## src/rtl/pipe_ctrl_pkg.sv

```systemverilog
// Shared types and constants for the pipeline hazard/sequencing controller.
package pipe_ctrl_pkg;

    localparam int REG_IDX_W = 5;

    typedef enum logic [1:0] {
        ST_RUN    = 2'd0,
        ST_DRAIN  = 2'd1,
        ST_HALTED = 2'd2
    } ctrl_state_e;

    localparam logic [1:0] FWD_RF  = 2'b00;
    localparam logic [1:0] FWD_MEM = 2'b01;
    localparam logic [1:0] FWD_WB  = 2'b10;

    // A load result is not available from Exec, so a load match falls back to the Mem check.
    function automatic logic [1:0] fwd_select(input logic ex_match, input logic ex_is_load,
                                              input logic mem_match);
        logic [1:0] sel;
        if (ex_match && !ex_is_load) begin
            sel = FWD_MEM;
        end else if (mem_match) begin
            sel = FWD_WB;
        end else begin
            sel = FWD_RF;
        end
        return sel;
    endfunction

endpackage

```

## src/rtl/hazard_cmp.sv

```systemverilog
// One-source dependency comparator against the Exec and Mem destinations; x0 never matches.
module hazard_cmp
    import pipe_ctrl_pkg::*;
(
    input  logic [REG_IDX_W-1:0] rs,
    input  logic                 use_rs,
    input  logic [REG_IDX_W-1:0] ex_rd,
    input  logic                 ex_wen,
    input  logic [REG_IDX_W-1:0] mem_rd,
    input  logic                 mem_wen,
    output logic                 ex_match,
    output logic                 mem_match
);

    logic src_live_s;

    // Source participates only when read and not the hardwired zero register
    always_comb begin
        src_live_s = use_rs && (rs != {REG_IDX_W{1'b0}});
        ex_match   = src_live_s && ex_wen  && (rs == ex_rd);
        mem_match  = src_live_s && mem_wen && (rs == mem_rd);
    end

endmodule

```

## src/rtl/pipeline_hazard_ctrl.sv

```systemverilog
// Pipeline-wide stall/bubble/flush control, registered forwarding selects and halt sequencing.
module pipeline_hazard_ctrl
    import pipe_ctrl_pkg::*;
#(
    parameter int DRAIN_CYCLES = 4,
    parameter int CNT_W        = 16
) (
    input  logic                 clk,
    input  logic                 rst,
    input  logic                 dec_valid,
    input  logic [REG_IDX_W-1:0] dec_rs1,
    input  logic [REG_IDX_W-1:0] dec_rs2,
    input  logic                 dec_use_rs1,
    input  logic                 dec_use_rs2,
    input  logic [REG_IDX_W-1:0] ex_rd,
    input  logic                 ex_wen,
    input  logic                 ex_is_load,
    input  logic [REG_IDX_W-1:0] mem_rd,
    input  logic                 mem_wen,
    input  logic                 redirect,
    input  logic                 halt_fetch,
    output logic                 stall,
    output logic                 bubble,
    output logic                 flush,
    output logic [1:0]           fwd_a,
    output logic [1:0]           fwd_b,
    output logic                 halted,
    output logic [CNT_W-1:0]     stall_cnt,
    output logic [CNT_W-1:0]     flush_cnt
);

    localparam int DCNT_W = (DRAIN_CYCLES > 1) ? $clog2(DRAIN_CYCLES) : 1;
    localparam logic [DCNT_W-1:0] DRAIN_LOAD = DCNT_W'(DRAIN_CYCLES - 1);

    ctrl_state_e       state_r, state_next_s;
    logic [DCNT_W-1:0] drain_r, drain_next_s;
    logic [1:0]        fwd_a_r, fwd_b_r;
    logic              halted_r;
    logic [CNT_W-1:0]  stall_cnt_r, flush_cnt_r;
    logic              ex_match_a_s, mem_match_a_s, ex_match_b_s, mem_match_b_s;
    logic              load_use_s, lu_stall_s;
    logic              stall_s, bubble_s, flush_s;

    hazard_cmp u_cmp_rs1 (
        .rs        (dec_rs1),
        .use_rs    (dec_use_rs1),
        .ex_rd     (ex_rd),
        .ex_wen    (ex_wen),
        .mem_rd    (mem_rd),
        .mem_wen   (mem_wen),
        .ex_match  (ex_match_a_s),
        .mem_match (mem_match_a_s)
    );

    hazard_cmp u_cmp_rs2 (
        .rs        (dec_rs2),
        .use_rs    (dec_use_rs2),
        .ex_rd     (ex_rd),
        .ex_wen    (ex_wen),
        .mem_rd    (mem_rd),
        .mem_wen   (mem_wen),
        .ex_match  (ex_match_b_s),
        .mem_match (mem_match_b_s)
    );

    assign load_use_s = dec_valid && ex_is_load && (ex_match_a_s || ex_match_b_s);

    // Next-state and pipeline controls; redirect outranks halt, halt outranks load-use
    always_comb begin
        state_next_s = state_r;
        drain_next_s = drain_r;
        stall_s      = 1'b0;
        bubble_s     = 1'b0;
        flush_s      = 1'b0;
        lu_stall_s   = 1'b0;
        if (rst) begin
            state_next_s = ST_RUN;
            drain_next_s = {DCNT_W{1'b0}};
        end else begin
            case (state_r)
                ST_RUN: begin
                    if (redirect) begin
                        flush_s = 1'b1;
                    end else if (halt_fetch) begin
                        state_next_s = ST_DRAIN;
                        drain_next_s = DRAIN_LOAD;
                    end else if (load_use_s) begin
                        stall_s    = 1'b1;
                        bubble_s   = 1'b1;
                        lu_stall_s = 1'b1;
                    end else begin
                        state_next_s = ST_RUN;
                    end
                end
                ST_DRAIN: begin
                    if (redirect) begin
                        flush_s      = 1'b1;
                        state_next_s = ST_RUN;
                        drain_next_s = {DCNT_W{1'b0}};
                    end else begin
                        stall_s  = 1'b1;
                        bubble_s = 1'b1;
                        if (drain_r == {DCNT_W{1'b0}}) begin
                            state_next_s = ST_HALTED;
                        end else begin
                            drain_next_s = drain_r - DCNT_W'(1);
                        end
                    end
                end
                ST_HALTED: begin
                    stall_s  = 1'b1;
                    bubble_s = 1'b1;
                end
                default: begin
                    state_next_s = ST_RUN;
                    drain_next_s = {DCNT_W{1'b0}};
                end
            endcase
        end
    end

    // State, forwarding selects, halted flag and saturating counters
    always_ff @(posedge clk) begin
        if (rst) begin
            state_r     <= ST_RUN;
            drain_r     <= {DCNT_W{1'b0}};
            fwd_a_r     <= FWD_RF;
            fwd_b_r     <= FWD_RF;
            halted_r    <= 1'b0;
            stall_cnt_r <= {CNT_W{1'b0}};
            flush_cnt_r <= {CNT_W{1'b0}};
        end else begin
            state_r  <= state_next_s;
            drain_r  <= drain_next_s;
            halted_r <= (state_next_s == ST_HALTED);
            if (bubble_s || flush_s) begin
                fwd_a_r <= FWD_RF;
                fwd_b_r <= FWD_RF;
            end else begin
                fwd_a_r <= fwd_select(ex_match_a_s, ex_is_load, mem_match_a_s);
                fwd_b_r <= fwd_select(ex_match_b_s, ex_is_load, mem_match_b_s);
            end
            if (lu_stall_s && (stall_cnt_r != {CNT_W{1'b1}})) begin
                stall_cnt_r <= stall_cnt_r + CNT_W'(1);
            end
            if (flush_s && (flush_cnt_r != {CNT_W{1'b1}})) begin
                flush_cnt_r <= flush_cnt_r + CNT_W'(1);
            end
        end
    end

    assign stall     = stall_s;
    assign bubble    = bubble_s;
    assign flush     = flush_s;
    assign fwd_a     = fwd_a_r;
    assign fwd_b     = fwd_b_r;
    assign halted    = halted_r;
    assign stall_cnt = stall_cnt_r;
    assign flush_cnt = flush_cnt_r;

endmodule

```

## config.mk

```make
export PLATFORM = sky130hd
export DESIGN_NAME = pipeline_hazard_ctrl
export DESIGN_NICKNAME = d
export VERILOG_FILES = /design/src/rtl/pipe_ctrl_pkg.sv /design/src/rtl/hazard_cmp.sv /design/src/rtl/pipeline_hazard_ctrl.sv
export SDC_FILE = /design/constraint.sdc
export NUM_CORES = 1
export LEC_CHECK = 0
export BUFFER_PORTS_ARGS = -buffer_cell sky130_fd_sc_hd__buf_2
export CAP_MARGIN = 20
export CORE_UTILIZATION = 30
export CTS_CLUSTER_DIAMETER = 200
export DETAILED_ROUTE_END_ITERATION = 7
export PLACE_DENSITY = 0.55
export SYNTH_ARGS = -nofsm -noshare
export SYNTH_HDL_FRONTEND = slang
export SYNTH_HIERARCHICAL = 1
export SYNTH_SLANG_ARGS = --single-unit
```

## constraint.sdc

```tcl
create_clock -name clk -period 5.44 [get_ports clk]
set_clock_uncertainty 0.1 [all_clocks]
set_input_delay 0.816 -clock clk [delete_from_list [all_inputs] [get_ports clk]]
set_output_delay 0.816 -clock clk [all_outputs]
set_load 0.01 [all_outputs]
```

==> run_summary.xml, run 1 <==
<?xml version="1.0" encoding="UTF-8"?>
<metrics>
  <group name="yosys">
    <metric name="synthSimpleGateAreaFrac" unit="">0.316</metric>
    <metric name="yosysMostFrequentCell" unit="">sky130_fd_sc_hd__dfxtp_1</metric>
    <metric name="synth_enable_flop_cells" unit="">0</metric>
    <metric name="synth.top_cells.by_area" unit="">sky130_fd_sc_hd__dfxtp_1, sky130_fd_sc_hd__xnor2_1, sky130_fd_sc_hd__mux2_2, sky130_fd_sc_hd__a21oi_1, sky130_fd_sc_hd__nand2_1</metric>
    <metric name="synthDominantCellAreaShare" unit="">0.335</metric>
    <metric name="top_cells_by_instance_count_after_synthesis" unit="">sky130_fd_sc_hd__dfxtp_1, sky130_fd_sc_hd__nand2_1, sky130_fd_sc_hd__xnor2_1, sky130_fd_sc_hd__a21oi_1, sky130_fd_sc_hd__nor2_1</metric>
    <metric name="synthesis.nets" unit="">325</metric>
    <metric name="post_synth_mux_area_share" unit="">0.0832</metric>
    <metric name="synth-warning-count" unit="">6</metric>
    <metric name="yosys.area_share.xor_xnor" unit="">0.0715</metric>
    <metric name="synth.distinct_cells" unit="">43</metric>
    <metric name="yosys_register_bits" unit="">41</metric>
    <metric name="syn-cell-area" unit="um2">2450</metric>
    <metric name="synth-seq-area-share" unit="">0.335</metric>
    <metric name="post_synth.cell_area_avg" unit="um2">8.39</metric>
    <metric name="synth_top_family_by_area" unit="">simple AND/OR/NAND/NOR gates</metric>
    <metric name="synthDominantAreaCellType" unit="">sky130_fd_sc_hd__dfxtp_1</metric>
    <metric name="netlist_instances" unit="">292</metric>
    <metric name="ys_async_sr_fraction" unit="">0</metric>
    <metric name="yosys_most_used_dff" unit="">sky130_fd_sc_hd__dfxtp_1</metric>
    <metric name="synth-compound-area-share" unit="">0.140</metric>
    <metric name="post_synth_fa_ha_maj_area_fraction" unit="">0.0153</metric>
  </group>
  <group name="sta">
    <metric name="finalWorstSetupSlack" unit="ns">2.14</metric>
    <metric name="timing_worst_slew_pin_value" unit="ns">0.883</metric>
    <metric name="fin_crit" unit="ns">3.30</metric>
    <metric name="finalSetupViolations" unit="">0</metric>
    <metric name="tcrit_tclk_final" unit="">0.607</metric>
    <metric name="setup-tns-final" unit="ns">0</metric>
    <metric name="final_slew_violations" unit="">0</metric>
    <metric name="finalHoldViolCount" unit="">0</metric>
    <metric name="max_clock_freq" unit="MHz">303</metric>
    <metric name="rsz0062_at_grt" unit="">false</metric>
    <metric name="slew_headroom" unit="">0.407</metric>
  </group>
  <group name="detailed_routing">
    <metric name="routed_via_density" unit="">5.23</metric>
    <metric name="route.final.wire_length" unit="mm">6.23</metric>
    <metric name="routed_len_inst" unit="um">13.6</metric>
    <metric name="drt_first_pass_iters" unit="">4</metric>
    <metric name="ant_nets" unit="">0</metric>
    <metric name="num_vias" unit="">2394</metric>
    <metric name="drc" unit="">0</metric>
    <metric name="drtIter0Drc" unit="">118</metric>
  </group>
  <group name="layout">
    <metric name="flow.area_growth_from_synthesis" unit="%">21.8</metric>
    <metric name="drive_above_1_share" unit="">0.270</metric>
    <metric name="nNetsFinal" unit="">388</metric>
    <metric name="fin_cells" unit="">458</metric>
    <metric name="final_cell_area" unit="um2">2990</metric>
    <metric name="antenna_cells" unit="">0</metric>
  </group>
  <group name="setup_path">
    <metric name="crit_fanout" unit="">3</metric>
    <metric name="crit_path_end_kind" unit="">output pin</metric>
    <metric name="path_cells" unit="">buf_2, or4_1, o21ai_2, nor3_1, nor2_1, o21ai_0, a21oi_1, nor3b_1, buf_2</metric>
    <metric name="timing.critical_path.required" unit="ns">4.52</metric>
    <metric name="cpPeakStageDelay" unit="ns">0.53</metric>
    <metric name="cp_data_arrival_time" unit="ns">2.39</metric>
    <metric name="crit_path_frequent_cell" unit="">sky130_fd_sc_hd__buf_2</metric>
    <metric name="cpMaxStageDelayCell" unit="">sky130_fd_sc_hd__or4_1</metric>
    <metric name="cp-start-kind" unit="">primary input</metric>
    <metric name="setup.worst_path.class" unit="">primary input to output pin</metric>
  </group>
  <group name="placement">
    <metric name="placedCellCount" unit="">450</metric>
    <metric name="portBuffers" unit="">69</metric>
    <metric name="place_congestion" unit="">0.856</metric>
    <metric name="detailed_place.area" unit="um2">2870</metric>
    <metric name="place_hpwl" unit="mm">4.67</metric>
    <metric name="dp_worst_setup_slack" unit="ns">2.13</metric>
  </group>
  <group name="clocking">
    <metric name="cts_made_buffers" unit="">5</metric>
    <metric name="cts_tree" unit="">done</metric>
    <metric name="cts.reportedPaths.clkPinSlew" unit="ns">0.08</metric>
    <metric name="clk_latency" unit="ns">0.30</metric>
    <metric name="number_of_buffers_inserted_by_post_cts_setup_repair" unit="">0</metric>
    <metric name="cts.htree.levels" unit="">2</metric>
    <metric name="cts.repair.resized" unit="">0</metric>
    <metric name="root_buffer" unit="">sky130_fd_sc_hd__clkbuf_8</metric>
    <metric name="cts.sink_count" unit="">41</metric>
    <metric name="cts_hold_buffers" unit="">0</metric>
    <metric name="clock_tree.buffer_depth" unit="">2</metric>
  </group>
  <group name="power_and_ir_drop">
    <metric name="power-per-cell-area" unit="nW/um2">211</metric>
    <metric name="fin_total_pwr" unit="uW">629</metric>
    <metric name="max-vdd-ir-drop" unit="V">0.0000847</metric>
    <metric name="leakage" unit="uW">0.00120</metric>
  </group>
  <group name="floorplanning">
    <metric name="core_area" unit="um2">7810</metric>
    <metric name="num_rows" unit="">32</metric>
    <metric name="floorplan.die_area" unit="um2">8540</metric>
    <metric name="die_w" unit="um">92.4</metric>
    <metric name="floorplan.initialDensity" unit="">0.314</metric>
    <metric name="io_pins" unit="">70</metric>
    <metric name="fp.dieH" unit="um">92.4</metric>
  </group>
  <group name="global_routing">
    <metric name="grtUsageTotal" unit="">0.153</metric>
    <metric name="first_pass_grt_wire_length" unit="mm">10.6</metric>
    <metric name="pin_count_of_the_biggest_net_entering_global_routing" unit="">46</metric>
    <metric name="grt_remaining_overflow" unit="">0</metric>
    <metric name="antenna_found_initial" unit="">0</metric>
    <metric name="vias_in_the_first_global_route" unit="">2168</metric>
  </group>
  <group name="outcome">
    <metric name="run_status" unit="">finished, final reports clean</metric>
  </group>
  <group name="run">
    <metric name="drv.max_cap_violation_count" unit="">0</metric>
  </group>
  <group name="min_path">
    <metric name="hold_path_class" unit="">flip-flop to flip-flop</metric>
  </group>
</metrics>
-- per-stage QoR --
stage	util	hold slack [ns]
after global placement	0.368	0.379
after floorplan	-	0.360
after detailed placement	0.368	0.389
final	0.383	0.405
after CTS	0.383	0.409
after global routing	0.383	0.438
-- cells by family after synthesis --
kind of cell / after synthesis
adder cells (fa/ha/maj): 3
AND/OR/NAND/NOR: 136
AO/OA/AOI/OAI: 53
buffers and inverters: 20
XOR/XNOR: 20
flip-flops: 41
multiplexers: 19
-- power by group --
group / switching, uW / leakage [uW] / total [uW] / internal, uW
Sequential: 4.88 / 0.000331 / 309 / 305
Combinational: 36.7 / 0.000819 / 69.4 / 32.8
Clock: 113 / 0.0000543 / 250 / 137
-- cell type report --
class	count	area (um2)
fillers	838	4820
clock inverters	3	46.3
inverters	7	26.3
well taps	102	128
multi-input cells	231	1550
flip-flops and latches	41	821
repair buffers	69	345
clock buffers	5	68.8
-- state kept, by name, indices dropped and copies added, names as in the netlist --
name,count
drain_r,2
flush_cnt,16
fwd_a,2
fwd_b,2
halted,1
stall_cnt,16
state_r,2
-- worst paths after layout --
check | start | end | slack, ns | cells after the start
min reg2reg | drain_r[1]$_SDFFE_PP0P_ | drain_r[1]$_SDFFE_PP0P_ | 0.40 | 2
max reg2reg | stall_cnt[1]$_SDFFE_PP0P_ | stall_cnt[13]$_SDFFE_PP0P_ | 3.07 | 5
min | drain_r[1]$_SDFFE_PP0P_ | drain_r[1]$_SDFFE_PP0P_ | 0.40 | 2
max | dec_rs1[1] | bubble | 2.14 | 9
-- cell usage in the layout, fill, tap and decap left out, types with 2 or more instances in the layout --
master / synthesis / final
sky130_fd_sc_hd__nor2b_1: 12 / 12
sky130_fd_sc_hd__and4_1: 4 / 4
sky130_fd_sc_hd__o41ai_1: 2 / 2
sky130_fd_sc_hd__nand4_1: 12 / 12
sky130_fd_sc_hd__or3_1: 4 / 4
sky130_fd_sc_hd__ha_1: 3 / 3
sky130_fd_sc_hd__nor4_1: 4 / 3
sky130_fd_sc_hd__o21ai_0: 7 / 7
sky130_fd_sc_hd__buf_2: 0 / 69
sky130_fd_sc_hd__nor3_1: 8 / 8
sky130_fd_sc_hd__or4_1: 11 / 11
sky130_fd_sc_hd__nand2b_1: 2 / 2
sky130_fd_sc_hd__and2_1: 3 / 3
sky130_fd_sc_hd__nand3b_1: 2 / 2
sky130_fd_sc_hd__clkbuf_8: 0 / 5
sky130_fd_sc_hd__a311oi_1: 2 / 2
sky130_fd_sc_hd__dfxtp_1: 41 / 41
sky130_fd_sc_hd__o21a_1: 2 / 2
sky130_fd_sc_hd__a211oi_1: 2 / 2
sky130_fd_sc_hd__mux2i_1: 8 / 8
sky130_fd_sc_hd__nor2_1: 19 / 19
sky130_fd_sc_hd__nand2_1: 23 / 23
sky130_fd_sc_hd__a21oi_1: 19 / 19
sky130_fd_sc_hd__mux2_2: 11 / 11
sky130_fd_sc_hd__and3_1: 7 / 7
sky130_fd_sc_hd__xnor2_1: 20 / 20
sky130_fd_sc_hd__a31oi_1: 2 / 2
sky130_fd_sc_hd__or4_4: 2 / 2
sky130_fd_sc_hd__inv_1: 7 / 7
sky130_fd_sc_hd__o31ai_1: 8 / 8
sky130_fd_sc_hd__o21ai_2: 2 / 2
sky130_fd_sc_hd__nor3b_1: 4 / 4
sky130_fd_sc_hd__nand3_1: 15 / 15
sky130_fd_sc_hd__o211ai_1: 3 / 3
-- critical path, delay by kind of cell --
family	cells	cell delay, ns
AO/OA/AOI/OAI	3	0.40
AND/OR/NAND/NOR	4	0.87
buffers and inverters	2	0.30
-- layer usage --
| metal | part of all wire | global-route usage | routed length [um] | vias to the layer above |
|---|---|---|---|---|
| li1 | - | - | - | 1213 |
| met1 | 0.49 | 0.211 | 3080 | 1124 |
| met2 | 0.46 | 0.244 | 2850 | 50 |
| met3 | 0.037 | 0.0255 | 228 | 7 |
| met4 | 0.012 | 0.0430 | 77 | 0 |
| met5 | 0 | 0 | 0 | - |
(Power assumes the default switching activity.)
==> run 2: changes to the inputs <==
clock period = 3.2 ns   (was 5.44 ns; I/O delays follow)
==> run_summary.xml, run 2 (synthesis gave the netlist of run 1 again) <==
<?xml version="1.0" encoding="UTF-8"?>
<metrics>
  <group name="sta">
    <metric name="max_clock_freq" unit="MHz">376</metric>
    <metric name="setup-tns-final" unit="ns">0</metric>
    <metric name="final_slew_violations" unit="">0</metric>
    <metric name="fin_crit" unit="ns">2.66</metric>
    <metric name="finalHoldViolCount" unit="">0</metric>
    <metric name="timing_worst_slew_pin_value" unit="ns">0.809</metric>
    <metric name="finalSetupViolations" unit="">0</metric>
    <metric name="slew_headroom" unit="">0.457</metric>
    <metric name="tcrit_tclk_final" unit="">0.832</metric>
    <metric name="rsz0062_at_grt" unit="">false</metric>
  </group>
  <group name="clocking">
    <metric name="root_buffer" unit="">sky130_fd_sc_hd__clkbuf_8</metric>
    <metric name="cts_made_buffers" unit="">5</metric>
    <metric name="cts.reportedPaths.clkPinSlew" unit="ns">0.08</metric>
    <metric name="cts_tree" unit="">done</metric>
    <metric name="cts_hold_buffers" unit="">0</metric>
    <metric name="cts.htree.levels" unit="">2</metric>
    <metric name="clock_tree.buffer_depth" unit="">2</metric>
    <metric name="cts.repair.resized" unit="">0</metric>
    <metric name="clk_latency" unit="ns">0.29</metric>
    <metric name="cts.sink_count" unit="">41</metric>
    <metric name="number_of_buffers_inserted_by_post_cts_setup_repair" unit="">0</metric>
  </group>
  <group name="placement">
    <metric name="place_hpwl" unit="mm">4.69</metric>
    <metric name="placedCellCount" unit="">454</metric>
    <metric name="place_congestion" unit="">0.835</metric>
    <metric name="portBuffers" unit="">69</metric>
  </group>
  <group name="layout">
    <metric name="nNetsFinal" unit="">392</metric>
    <metric name="n_fill_cell" unit="">849</metric>
    <metric name="flow.area_growth_from_synthesis" unit="%">22.2</metric>
    <metric name="mostFrequentLayoutCell" unit="">sky130_fd_sc_hd__buf_2</metric>
    <metric name="antenna_cells" unit="">0</metric>
    <metric name="layout.cells.most_common_list" unit="">sky130_fd_sc_hd__buf_2, sky130_fd_sc_hd__dfxtp_1, sky130_fd_sc_hd__nand2_1</metric>
    <metric name="drive_above_1_share" unit="">0.278</metric>
    <metric name="fin_cells" unit="">462</metric>
  </group>
  <group name="global_routing">
    <metric name="grtUsageTotal" unit="">0.153</metric>
    <metric name="grt_remaining_overflow" unit="">0</metric>
    <metric name="pin_count_of_the_biggest_net_entering_global_routing" unit="">34</metric>
    <metric name="antenna_found_initial" unit="">0</metric>
    <metric name="first_pass_grt_wire_length" unit="mm">10.5</metric>
    <metric name="vias_in_the_first_global_route" unit="">2160</metric>
  </group>
  <group name="detailed_routing">
    <metric name="num_vias" unit="">2415</metric>
    <metric name="drtIter0Drc" unit="">88</metric>
    <metric name="ant_nets" unit="">0</metric>
    <metric name="met3_length" unit="um">245</metric>
    <metric name="m1WireLength" unit="mm">3.07</metric>
    <metric name="route.final.wire_length" unit="mm">6.30</metric>
    <metric name="routed-wl-met2" unit="mm">2.91</metric>
    <metric name="routed_len_inst" unit="um">13.6</metric>
    <metric name="highest_layer" unit="">met4</metric>
    <metric name="routed_via_density" unit="">5.23</metric>
    <metric name="drt_first_pass_iters" unit="">4</metric>
    <metric name="drc" unit="">0</metric>
  </group>
  <group name="power_and_ir_drop">
    <metric name="max-vdd-ir-drop" unit="V">0.000131</metric>
    <metric name="leakage" unit="uW">0.00121</metric>
    <metric name="power-per-cell-area" unit="nW/um2">342</metric>
  </group>
  <group name="setup_path">
    <metric name="crit_family" unit="">simple AND/OR/NAND/NOR gates</metric>
    <metric name="crit_fanout" unit="">3</metric>
    <metric name="crit_path_frequent_cell" unit="">sky130_fd_sc_hd__buf_2</metric>
    <metric name="critPathBufInv" unit="">2</metric>
    <metric name="path_cells" unit="">buf_2, or4_1, o21ai_2, nor3_1, nor2_1, o21ai_0, a21oi_1, nor3b_1, buf_2</metric>
    <metric name="cp_data_arrival_time" unit="ns">2.08</metric>
    <metric name="timing.critical_path.required" unit="ns">2.62</metric>
    <metric name="cp-start-kind" unit="">primary input</metric>
    <metric name="setup.worst_path.class" unit="">primary input to output pin</metric>
    <metric name="crit_path_end_kind" unit="">output pin</metric>
    <metric name="cpPeakStageDelay" unit="ns">0.55</metric>
    <metric name="cpMaxStageDelayCell" unit="">sky130_fd_sc_hd__or4_1</metric>
  </group>
  <group name="floorplanning">
    <metric name="die_w" unit="um">92.4</metric>
    <metric name="core_area" unit="um2">7810</metric>
    <metric name="fp.dieH" unit="um">92.4</metric>
    <metric name="floorplan.die_area" unit="um2">8540</metric>
    <metric name="num_rows" unit="">32</metric>
    <metric name="io_pins" unit="">70</metric>
    <metric name="floorplan.initialDensity" unit="">0.314</metric>
  </group>
  <group name="outcome">
    <metric name="run_status" unit="">finished, final reports clean</metric>
  </group>
  <group name="min_path">
    <metric name="hold_path_class" unit="">primary input to flip-flop</metric>
  </group>
  <group name="run">
    <metric name="drv.max_cap_violation_count" unit="">0</metric>
  </group>
</metrics>
run 2: area by class of cell:
type	count	area, um2	share of cell area
Timing Repair Buffer	73	375	0.125
Multi-Input combinational cell	231	1540	0.515
Inverter	7	26.3	0.00878
Clock buffer	7	96.3	0.0322
Clock inverter	1	5.00	0.00167
Sequential cell	41	821	0.274
Tap cell	102	128	0.0426
run 2: per-stage QoR:
| step | util | instance area, um2 | setup WS [ns] | hold WS (ns) | power (uW) |
|---|---|---|---|---|---|
| floorplan | - | 2450 | 0.741 | 0.360 | 611 |
| global placement | 0.371 | 2890 | 0.527 | 0.376 | 657 |
| detailed placement | 0.371 | 2890 | 0.460 | 0.396 | 659 |
| CTS | 0.383 | 2990 | 0.528 | 0.376 | 1050 |
| global route | 0.383 | 2990 | 0.327 | 0.387 | 1080 |
| finish | 0.383 | 2990 | 0.539 | 0.379 | 1030 |
run 2: path summary, 6_finish.rpt:
check                               endpoint               startpoint  cells after the start  slack [ns]
setup / recovery                       stall               dec_rs2[1]                      9        0.54
hold / removal           fwd_b[0]$_SDFF_PP0_               ex_is_load                      3        0.38
setup reg to reg  stall_cnt[12]$_SDFFE_PP0P_    state_r[1]$_SDFF_PP0_                      4        0.90
hold reg to reg      drain_r[1]$_SDFFE_PP0P_  drain_r[1]$_SDFFE_PP0P_                      2        0.41
run 2: routing by layer:
metal,global-route usage,up-vias
met2,0.246,56
met3,0.0312,6
met5,0,-
met4,0.0430,0
met1,0.205,1130
li1,-,1223
run 2: power breakdown:
group          total [uW]  switching, uW  internal (uW)
clock network         379            184            195
logic                 120           63.0           57.2
registers             526           7.89            518
run 2: worst min-delay path: stages:
cell	delay, ns
sky130_fd_sc_hd__buf_2	0.10
sky130_fd_sc_hd__nand2b_1	0.11
sky130_fd_sc_hd__nor2_1	0.04
